## src/rtl/cam_pkg.sv

```systemverilog
// Shared types and default geometry for the OV7670 frame capture block.
package cam_pkg;

    typedef enum logic [1:0] {
        IDLE    = 2'd0,
        ARM     = 2'd1,
        CAPTURE = 2'd2
    } cap_state_e;

    localparam int DEF_SRC_WIDTH  = 320;
    localparam int DEF_SRC_HEIGHT = 240;
    localparam int DEF_IMG_WIDTH  = 176;
    localparam int DEF_IMG_HEIGHT = 240;

    // Left edge of the horizontally centred crop window.
    function automatic int crop_offset(input int src_w, input int img_w);
        return (src_w - img_w) / 2;
    endfunction

endpackage

```

## src/rtl/cam_frame_capture_if.sv

```systemverilog
// Camera pin bundle plus frame-buffer write port for cam_frame_capture.
// we is a single-cycle valid with no ready/backpressure: the buffer must accept
// every pulse, and wAddr/wData hold their last values while we is low.
interface cam_frame_capture_if #(
    parameter int ADDR_WIDTH = 16
);
    logic                  cam_vsync;
    logic                  cam_href;
    logic [7:0]            cam_data;
    logic                  we;
    logic [ADDR_WIDTH-1:0] wAddr;
    logic [15:0]           wData;

    modport master (
        output cam_vsync, cam_href, cam_data,
        input  we, wAddr, wData
    );

    modport slave (
        input  cam_vsync, cam_href, cam_data,
        output we, wAddr, wData
    );
endinterface

```

## src/rtl/cam_sync_edge.sv

```systemverilog
// Registers a level and emits registered one-cycle rise/fall pulses.
module cam_sync_edge (
    input  logic clk,
    input  logic reset,
    input  logic level,
    output logic rise,
    output logic fall
);
    logic level_q;

    always_ff @(posedge clk or posedge reset) begin
        if (reset) begin
            level_q <= 1'b0;
            rise    <= 1'b0;
            fall    <= 1'b0;
        end else begin
            level_q <= level;
            rise    <= level & ~level_q;
            fall    <= ~level & level_q;
        end
    end
endmodule

```

## src/rtl/cam_frame_capture.sv

```systemverilog
// Captures RGB565 byte pairs from the camera and writes a centre-cropped window
// into the frame buffer, in snapshot or continuous mode.
module cam_frame_capture
    import cam_pkg::*;
#(
    parameter int SRC_WIDTH  = DEF_SRC_WIDTH,
    parameter int SRC_HEIGHT = DEF_SRC_HEIGHT,
    parameter int IMG_WIDTH  = DEF_IMG_WIDTH,
    parameter int IMG_HEIGHT = DEF_IMG_HEIGHT,
    parameter int ADDR_WIDTH = $clog2(IMG_WIDTH * IMG_HEIGHT)
) (
    input  logic                 clk,
    input  logic                 reset,
    cam_frame_capture_if.slave   bus,
    input  logic                 continuous,
    input  logic                 snap_req,
    output logic                 busy,
    output logic                 frame_done,
    output cap_state_e           state
);
    localparam int X_OFF = crop_offset(SRC_WIDTH, IMG_WIDTH);
    localparam int COL_W = $clog2(SRC_WIDTH + 1);
    localparam int ROW_W = $clog2(IMG_HEIGHT + 1);

    localparam logic [COL_W-1:0]      X_LO    = COL_W'(X_OFF);
    localparam logic [COL_W-1:0]      X_HI    = COL_W'(X_OFF + IMG_WIDTH);
    localparam logic [COL_W-1:0]      COL_MAX = '1;
    localparam logic [ROW_W-1:0]      ROW_LIM = ROW_W'(IMG_HEIGHT);
    localparam logic [ADDR_WIDTH-1:0] LINE_STEP = ADDR_WIDTH'(IMG_WIDTH);

    if (IMG_HEIGHT > SRC_HEIGHT || IMG_WIDTH > SRC_WIDTH) begin : g_bad_geometry
        $error("cam_frame_capture: stored image larger than camera image");
    end

    logic vsync_rise, vsync_fall;
    logic href_rise, href_fall;

    cam_sync_edge u_vsync_edge (
        .clk   (clk),
        .reset (reset),
        .level (bus.cam_vsync),
        .rise  (vsync_rise),
        .fall  (vsync_fall)
    );

    cam_sync_edge u_href_edge (
        .clk   (clk),
        .reset (reset),
        .level (bus.cam_href),
        .rise  (href_rise),
        .fall  (href_fall)
    );

    logic                  cap_start;
    logic                  phase;
    logic [7:0]            hi_byte;
    logic [COL_W-1:0]      col;
    logic [ROW_W-1:0]      row;
    logic [ADDR_WIDTH-1:0] line_base;
    logic                  line_open;
    logic                  in_window;
    logic [COL_W-1:0]      crop_col;
    logic                  we_q;
    logic [ADDR_WIDTH-1:0] waddr_q;
    logic [15:0]           wdata_q;

    assign cap_start = (state == ARM) && vsync_fall;
    assign in_window = (col >= X_LO) && (col < X_HI) && (row < ROW_LIM);
    assign crop_col  = col - X_LO;

    assign bus.we    = we_q;
    assign bus.wAddr = waddr_q;
    assign bus.wData = wdata_q;

    // Frame-level control: request arming, vsync framing, busy and frame_done.
    always_ff @(posedge clk or posedge reset) begin
        if (reset) begin
            state      <= IDLE;
            busy       <= 1'b0;
            frame_done <= 1'b0;
        end else begin
            frame_done <= 1'b0;
            case (state)
                IDLE: begin
                    if (continuous || snap_req) begin
                        state <= ARM;
                        busy  <= 1'b1;
                    end
                end
                ARM: begin
                    if (vsync_fall) begin
                        state <= CAPTURE;
                    end
                end
                CAPTURE: begin
                    if (vsync_rise) begin
                        frame_done <= 1'b1;
                        state      <= continuous ? ARM : IDLE;
                        busy       <= continuous;
                    end
                end
                default: begin
                    state <= IDLE;
                    busy  <= 1'b0;
                end
            endcase
        end
    end

    // Pixel assembly and crop addressing; the address is a running line base
    // plus the crop column, so a short line cannot shift the rows after it.
    always_ff @(posedge clk or posedge reset) begin
        if (reset) begin
            phase     <= 1'b0;
            hi_byte   <= '0;
            col       <= '0;
            row       <= '0;
            line_base <= '0;
            line_open <= 1'b0;
            we_q      <= 1'b0;
            waddr_q   <= '0;
            wdata_q   <= '0;
        end else begin
            we_q <= 1'b0;
            if (cap_start) begin
                phase     <= 1'b0;
                col       <= '0;
                row       <= '0;
                line_base <= '0;
                line_open <= 1'b0;
            end else if (state == CAPTURE) begin
                if (bus.cam_href) begin
                    if (!phase) begin
                        hi_byte <= bus.cam_data;
                        phase   <= 1'b1;
                    end else begin
                        phase <= 1'b0;
                        if (col != COL_MAX) begin
                            col <= col + COL_W'(1);
                        end
                        if (in_window) begin
                            we_q    <= 1'b1;
                            waddr_q <= line_base + ADDR_WIDTH'(crop_col);
                            wdata_q <= {hi_byte, bus.cam_data};
                        end
                    end
                end else begin
                    phase <= 1'b0;
                end

                if (href_rise) begin
                    line_open <= 1'b1;
                end

                // A trailing half pixel was already dropped by the phase clear.
                if (href_fall) begin
                    col       <= '0;
                    line_open <= 1'b0;
                    if (line_open && (row < ROW_LIM)) begin
                        row       <= row + ROW_W'(1);
                        line_base <= line_base + LINE_STEP;
                    end
                end
            end else begin
                phase     <= 1'b0;
                line_open <= 1'b0;
            end
        end
    end

endmodule

```

## src/flat_wrapper.sv

```systemverilog
// flat-port wrapper written by rule: the top's interface ports become plain ports
module cam_frame_capture_flat import cam_pkg::*;
#(
    parameter int SRC_WIDTH  = DEF_SRC_WIDTH,
    parameter int SRC_HEIGHT = DEF_SRC_HEIGHT,
    parameter int IMG_WIDTH  = DEF_IMG_WIDTH,
    parameter int IMG_HEIGHT = DEF_IMG_HEIGHT,
    parameter int ADDR_WIDTH = $clog2(IMG_WIDTH * IMG_HEIGHT)
)
  (clk, reset, continuous, snap_req, busy, frame_done, state, bus_cam_vsync, bus_cam_href, bus_cam_data, bus_we, bus_wAddr, bus_wData);
  cam_frame_capture_if #(.ADDR_WIDTH(ADDR_WIDTH)) bus_i ();
  input  logic clk;
  input  logic reset;
  input  logic continuous;
  input  logic snap_req;
  output logic busy;
  output logic frame_done;
  output cap_state_e state;
  input wire logic [$bits(bus_i.cam_vsync)-1:0] bus_cam_vsync;
  input wire logic [$bits(bus_i.cam_href)-1:0] bus_cam_href;
  input wire logic [$bits(bus_i.cam_data)-1:0] bus_cam_data;
  output wire logic [$bits(bus_i.we)-1:0] bus_we;
  output wire logic [$bits(bus_i.wAddr)-1:0] bus_wAddr;
  output wire logic [$bits(bus_i.wData)-1:0] bus_wData;
  assign bus_i.cam_vsync = bus_cam_vsync;
  assign bus_i.cam_href = bus_cam_href;
  assign bus_i.cam_data = bus_cam_data;
  assign bus_we = bus_i.we;
  assign bus_wAddr = bus_i.wAddr;
  assign bus_wData = bus_i.wData;
  cam_frame_capture #(.SRC_WIDTH(SRC_WIDTH), .SRC_HEIGHT(SRC_HEIGHT), .IMG_WIDTH(IMG_WIDTH), .IMG_HEIGHT(IMG_HEIGHT), .ADDR_WIDTH(ADDR_WIDTH)) u_core (.clk(clk), .reset(reset), .bus(bus_i), .continuous(continuous), .snap_req(snap_req), .busy(busy), .frame_done(frame_done), .state(state));
endmodule
```

## config.mk

```make
export PLATFORM = sky130hd
export DESIGN_NAME = cam_frame_capture_flat
export DESIGN_NICKNAME = d
export VERILOG_FILES = /design/src/rtl/cam_pkg.sv /design/src/rtl/cam_frame_capture_if.sv /design/src/rtl/cam_sync_edge.sv /design/src/rtl/cam_frame_capture.sv /design/src/flat_wrapper.sv
export SDC_FILE = /design/constraint.sdc
export NUM_CORES = 1
export LEC_CHECK = 0
export BUFFER_PORTS_ARGS = -buffer_cell sky130_fd_sc_hd__buf_2
export CAP_MARGIN = 20
export CORE_UTILIZATION = 58
export DETAILED_ROUTE_END_ITERATION = 16
export GPL_ROUTABILITY_DRIVEN = 0
export GPL_TIMING_DRIVEN = 0
export PLACE_DENSITY = 0.83
export SKIP_CTS_REPAIR_TIMING = 1
export SYNTH_ARGS = -nofsm -noshare
export SYNTH_HDL_FRONTEND = slang
export SYNTH_SLANG_ARGS = --single-unit
```

## constraint.sdc

```tcl
create_clock -name clk -period 3.3 [get_ports clk]
set_clock_uncertainty 0.15 [all_clocks]
set_input_delay 0.66 -clock clk [delete_from_list [all_inputs] [get_ports clk]]
set_output_delay 0.66 -clock clk [all_outputs]
set_load 0.005 [all_outputs]
```

Word-level counts from Yosys, hierarchy flattened. Index checks and enable logic that the tools add are counted.

Flip-flop bits (word level): 86. Logic and storage cells: 99.

$add $sub $neg: 5. Multiplexer cells: 37. Bitwise logic cells: 11. $lt $le $gt $ge: 3. Eq/ne operators: 7. Reduce and logical (&&, ||, !) cells: 18.

Operator list (number): two-way mux 16 bit (4); two-way mux 9 bit (6); two-way mux 8 bit (4); two-way mux 1 bit (18); adder 16 x 8 -> 16 bit, second input constant (1); adder 16 x 9 -> 16 bit (1); adder 9 x 1 -> 9 bit, second input constant (1); greater-or-equal comparator 9 x 7 -> 1 bit, second input constant (1); < comparator 9 x 8 -> 1 bit, second input constant (1); != test 9 bit, second input constant (1); AND reduction 3 bit (3); nonzero test 3 bit (3); subtractor 9 x 7 -> 9 bit, second input constant (1); adder 8 x 1 -> 8 bit, second input constant (1); < comparator 8 bit, second input constant (1); AND reduction 4 bit (2); NOT 1 bit (7); two-way mux 2 bit (3); one-hot mux 2 bit (3 select lines) (1); nonzero test 2 bit (3); AND reduction 5 bit (1); bitwise AND 1 bit (4); logical AND 1 bit (4); != test 2 bit, second input constant (2); 7 further kinds (7).

Depth between registers and ports, before layout.
Depth in word-level cells: 8. Mapped depth: 11.

Cells and area by module. Synthesis repeated with hierarchy kept, for this count alone.

Cells, all modules: 416. Area total of the unflattened synthesis: 3965.1 um2.

By module, submodules not included: cam_frame_capture (area each 3777.4 um2, instances 1, cells each 404, seq. area each 1901.8 um2); cam_sync_edge (area each 93.8 um2, instances 2, cells each 6, seq. area each 75.1 um2).

Worst setup path after synthesis. Ideal clock, no wire load.

Path kind: register -> register. Start: register u_core.col[3]. End: register u_core.waddr_q[12] (netlist: u_core.bus.wAddr[12]). Path buffers: 0. Arrival: 2394 ps. Slack: 687 ps. Library setup time: 69 ps. Cell stages (with the launch flop): 9. Cells stage by stage: dfrtp_1 > or3_1 > a21oi_1 > xor2_1 > ha_1 > o21ai_0 > or3_1 > or4_1 > nand3_1.

Longest elaborated chain between the ends: 4.

RTL lines: from (decl) (RTL line cam_frame_capture.sv:57) `logic [COL_W-1:0] col;`; from (signal assigned) (RTL line cam_frame_capture.sv:139) `col <= col + COL_W'(1);`; branches (longest 4 deep; another with adder 16 x 9 -> 16 bit); to (signal assigned) (RTL line cam_frame_capture.sv:143) `waddr_q <= line_base + ADDR_WIDTH'(crop_col);`; to (decl) (RTL line cam_frame_capture.sv:64) `logic [ADDR_WIDTH-1:0] waddr_q;`.

Several ways; the timed one is not identified. A chain may end at the register's enable or synchronous reset.

Worst setup path after layout.
Start: register u_core.col[3]. End: register u_core.waddr_q[14] (netlist: u_core.bus.wAddr[14]).

The elaborated chain is that of the path after synthesis.

==> summary.md <==
| Metric | Value |
|---|---|
| Starting Density | 0.612 |
| Crit path kind | reg -> reg |
| Via/cell ratio | 5.54 |
| Nets@finish | approximately 460 |
| Gr usage total | 0.230 |
| Avg WL per Cell | about 14 um |
| Async set-reset flop share out of synthesis | 1.00 |
| Congestion Overflow GR | 0 |
| Crit path time final | roughly 2900 ps |
| DP Worst Slack | approximately 480 ps |
| WP data required | roughly 3400 ps |
| Post-route DRC | 6 |
| Antenna Cells | 0 |
| Top-area cell type share of the netlist area | 0.519 |
| CTS max path bufs | 2 |
| Warnings, synthesis | 0 |
| Critical Path Sink Type | register |
| Post-DP HPWL | 5340 um |
| Initial antenna violation count | 0 |
| Final Hold Fails | 0 |
| Root buffer cell | clkbuf_8 |
| CORE AREA | around 6500 um^2 |
| Post-synth net total | roughly 400 |
| Clock Latency Late Sink | about 350 ps |
| Post-Synthesis Cells | 373 |
| Slew @ Worst Pin | ~600 ps |
| Clock slew at reported path FFs | approximately 80 ps |
| CP bufs+invs | 0 |
| Ports | 51 |
| VDD IR-drop max | around 360 uV |
| Outcome | finished with violations |
| Area after DPL | between 4000 and 5000 um^2 |
| Num CTS Buffers | 9 |
| Layout cell share with drive strength beyond 1 | 0.241 |
| FILL cells | 477 |
| Most instantiated cells after synthesis | dfrtp_1 (82), nand2_1 (37), nor2_1 (30) |
| Drt total wl | about 7400 um |
| Critical-path cell list | or3_1 > a21oi_1 > xor2_1 > ha_1 > nand4_1 > a211oi_1 > a21oi_1 > or4_1 > nand3_1 |
| Max_slew headroom | 0.611 |
| Top post-synthesis cells by area | dfrtp_1 (52%), mux2_2 (7.1%), ha_1 (4.7%) |
| RSZ-0062 raised after global routing | false |
| TritonRoute pass-1 iters | 10 |
| Largest net degree at the start of global routing | around 60 |
| Register bit count reported by yosys | 82 |
| ANT nets after route | 0 |
| Drt first-iter violations | between 100 and 150 |
| Worst Setup Slack, final | 448 ps |
| Synth area leader | dfrtp_1 |
| Hold slack | ~110 ps |
| Max-cap viol count | 0 |
| H-tree depth | 3 |
| Mean post-synth cell area | between 10 and 15 um^2 |
| EDFF count, synth | 0 |
| Die boundary width | between 80 and 90 um |
| Cell area after layout | 4560 um^2 |
| Core Util, Final | 0.706 |
| Slowest library cell on the worst path | or4_1 |
| Setup Viol. Count Final | 0 |
| Power per cell area | roughly 580 nW/um^2 |
| Worst path top cell family by delay | simple AND/OR/NAND/NOR gates |
| Pins Over Slew Limit | 0 |
| Crit path largest cell delay | 500 ps |
| Period Utilization, post-route | 0.864 |
| Distinct cells, synth | 48 |
| IO Port Bufs | 50 |
| Fmax | roughly 0.35 GHz |
| Ys flop type | dfrtp_1 |
| Worst Path Arrival | ~3000 ps |
| Layout area overhead | 15.3% |
| CTS sink cnt | about 80 |
| Sequential cell area fraction in the yosys report | 0.519 |
| Global-route wire length before repair | about 13000 um |
| CTS tree | done |
| CP dominant cell by count | a21oi_1 |
| Static Leak | approximately 2.2 nW |
| Area of the mapped netlist | between 3000 and 4000 um^2 |
| Hold Path Class | in -> async |
| Chip height | around 85 um |
| Count leader, synth | dfrtp_1 |
| Vias | about 2900 |
| DIE AREA | between 7000 and 8000 um^2 |
| Critical Path Start Type | register |
| Crit path max fanout | 9 |
| Rows | 29 |
| Number of global-route vias before repair | 2798 |
| Failing checks | design-rule violations |
-- worst register-to-register path, delay by kind of cell (launching register included) --
family,cells,cell delay (ps)
fa+ha+maj,1,400
simple gates,4,1140
flops,1,490
xor+xnor,1,120
compound gates,3,490
-- report_power, final --
group	switching (W)	internal [W]	total [W]	leakage (nW)
Combinational	0.000328	0.000256	0.000584	0.969
Sequential	0.000107	0.00112	0.00123	1.11
Clock	0.000343	0.000468	0.000811	0.117
Total	0.000777	0.00185	0.00262	2.19
-- registers in the layout (all words and copies together), names as in the netlist, 2 cells and up --
register / count
u_core.line_base: 12
u_core.col: 9
u_core.bus.wData: 16
u_core.bus.wAddr: 16
u_core.hi_byte: 8
u_core.state: 2
u_core.row: 8
-- logic make-up (layout without fill, tap and decap cells) --
group / count (synthesis) / count (layout) / synth area share
other: 1 / 1 / 0.000948
flip-flops: 82 / 82 / 0.519
buffers and inverters: 30 / 97 / 0.0310
AO/OA/AOI/OAI: 54 / 54 / 0.0826
XOR/XNOR: 30 / 30 / 0.0665
adder cells (fa/ha/maj): 15 / 15 / 0.0475
multiplexers: 26 / 26 / 0.0737
AND/OR/NAND/NOR: 135 / 135 / 0.179
-- final timing paths --
check | slack, ps | end | depth (start not counted) | startpoint
setup / recovery | 450 | u_core.bus.wAddr[14] | 9 | u_core.col[3]
hold / removal | 110 | u_core.bus.wAddr[3] | 2 | reset
setup reg to reg | 450 | u_core.bus.wAddr[14] | 9 | u_core.col[3]
hold reg to reg | 270 | u_core.u_href_edge.rise | 1 | u_core.u_href_edge.level_q
max in group asynchronous | 2310 | u_core.row[5] | 3 | reset
min in group clk | 270 | u_core.u_href_edge.rise | 1 | u_core.u_href_edge.level_q
-- metal layers --
metal	share of wire	GRT usage
met1	0.45	0.281
met2	0.49	0.393
met3	0.037	0.0600
met4	0.022	0.0894
met5	0	0
-- placed cells by master (no fill, tap or decap), types with 3 or more instances in the layout --
master,count
nor2_1,30
a21oi_1,13
o31ai_1,4
nand3_1,16
nor2b_1,4
clkbuf_8,11
o21ai_0,23
buf_2,55
o211ai_1,4
clkbuf_1,9
xnor2_1,19
or4_1,3
mux2_2,25
xor2_1,11
ha_1,15
nand2b_1,4
nand2_1,37
nor4_1,3
nand4_1,9
a211oi_1,4
dfrtp_1,82
nor3_1,6
or3_1,6
inv_1,14
-- cell type report --
class	count	area [um^2]	area share
Sequential cell	82	2050	0.450
Multi-Input combinational cell	261	1780	0.390
Timing Repair Buffer	51	278	0.0609
Clock buffer	12	155	0.0340
Tap cell	77	96.3	0.0211
Clock inverter	4	73.8	0.0162
Buffer	14	62.6	0.0137
Inverter	16	62.6	0.0137
-- stage by stage --
| step | total power (W) | setup TNS, ps | std cells |
|---|---|---|---|
| floorplan | 0.00168 | 0 | 373 |
| global placement | 0.00180 | -38900 | 500 |
| detailed placement | 0.00184 | 0 | 501 |
| CTS | 0.00265 | 0 | 517 |
| global route | 0.00279 | 0 | 517 |
| finish | 0.00262 | 0 | 517 |
Power figures use the tool's default switching activity.
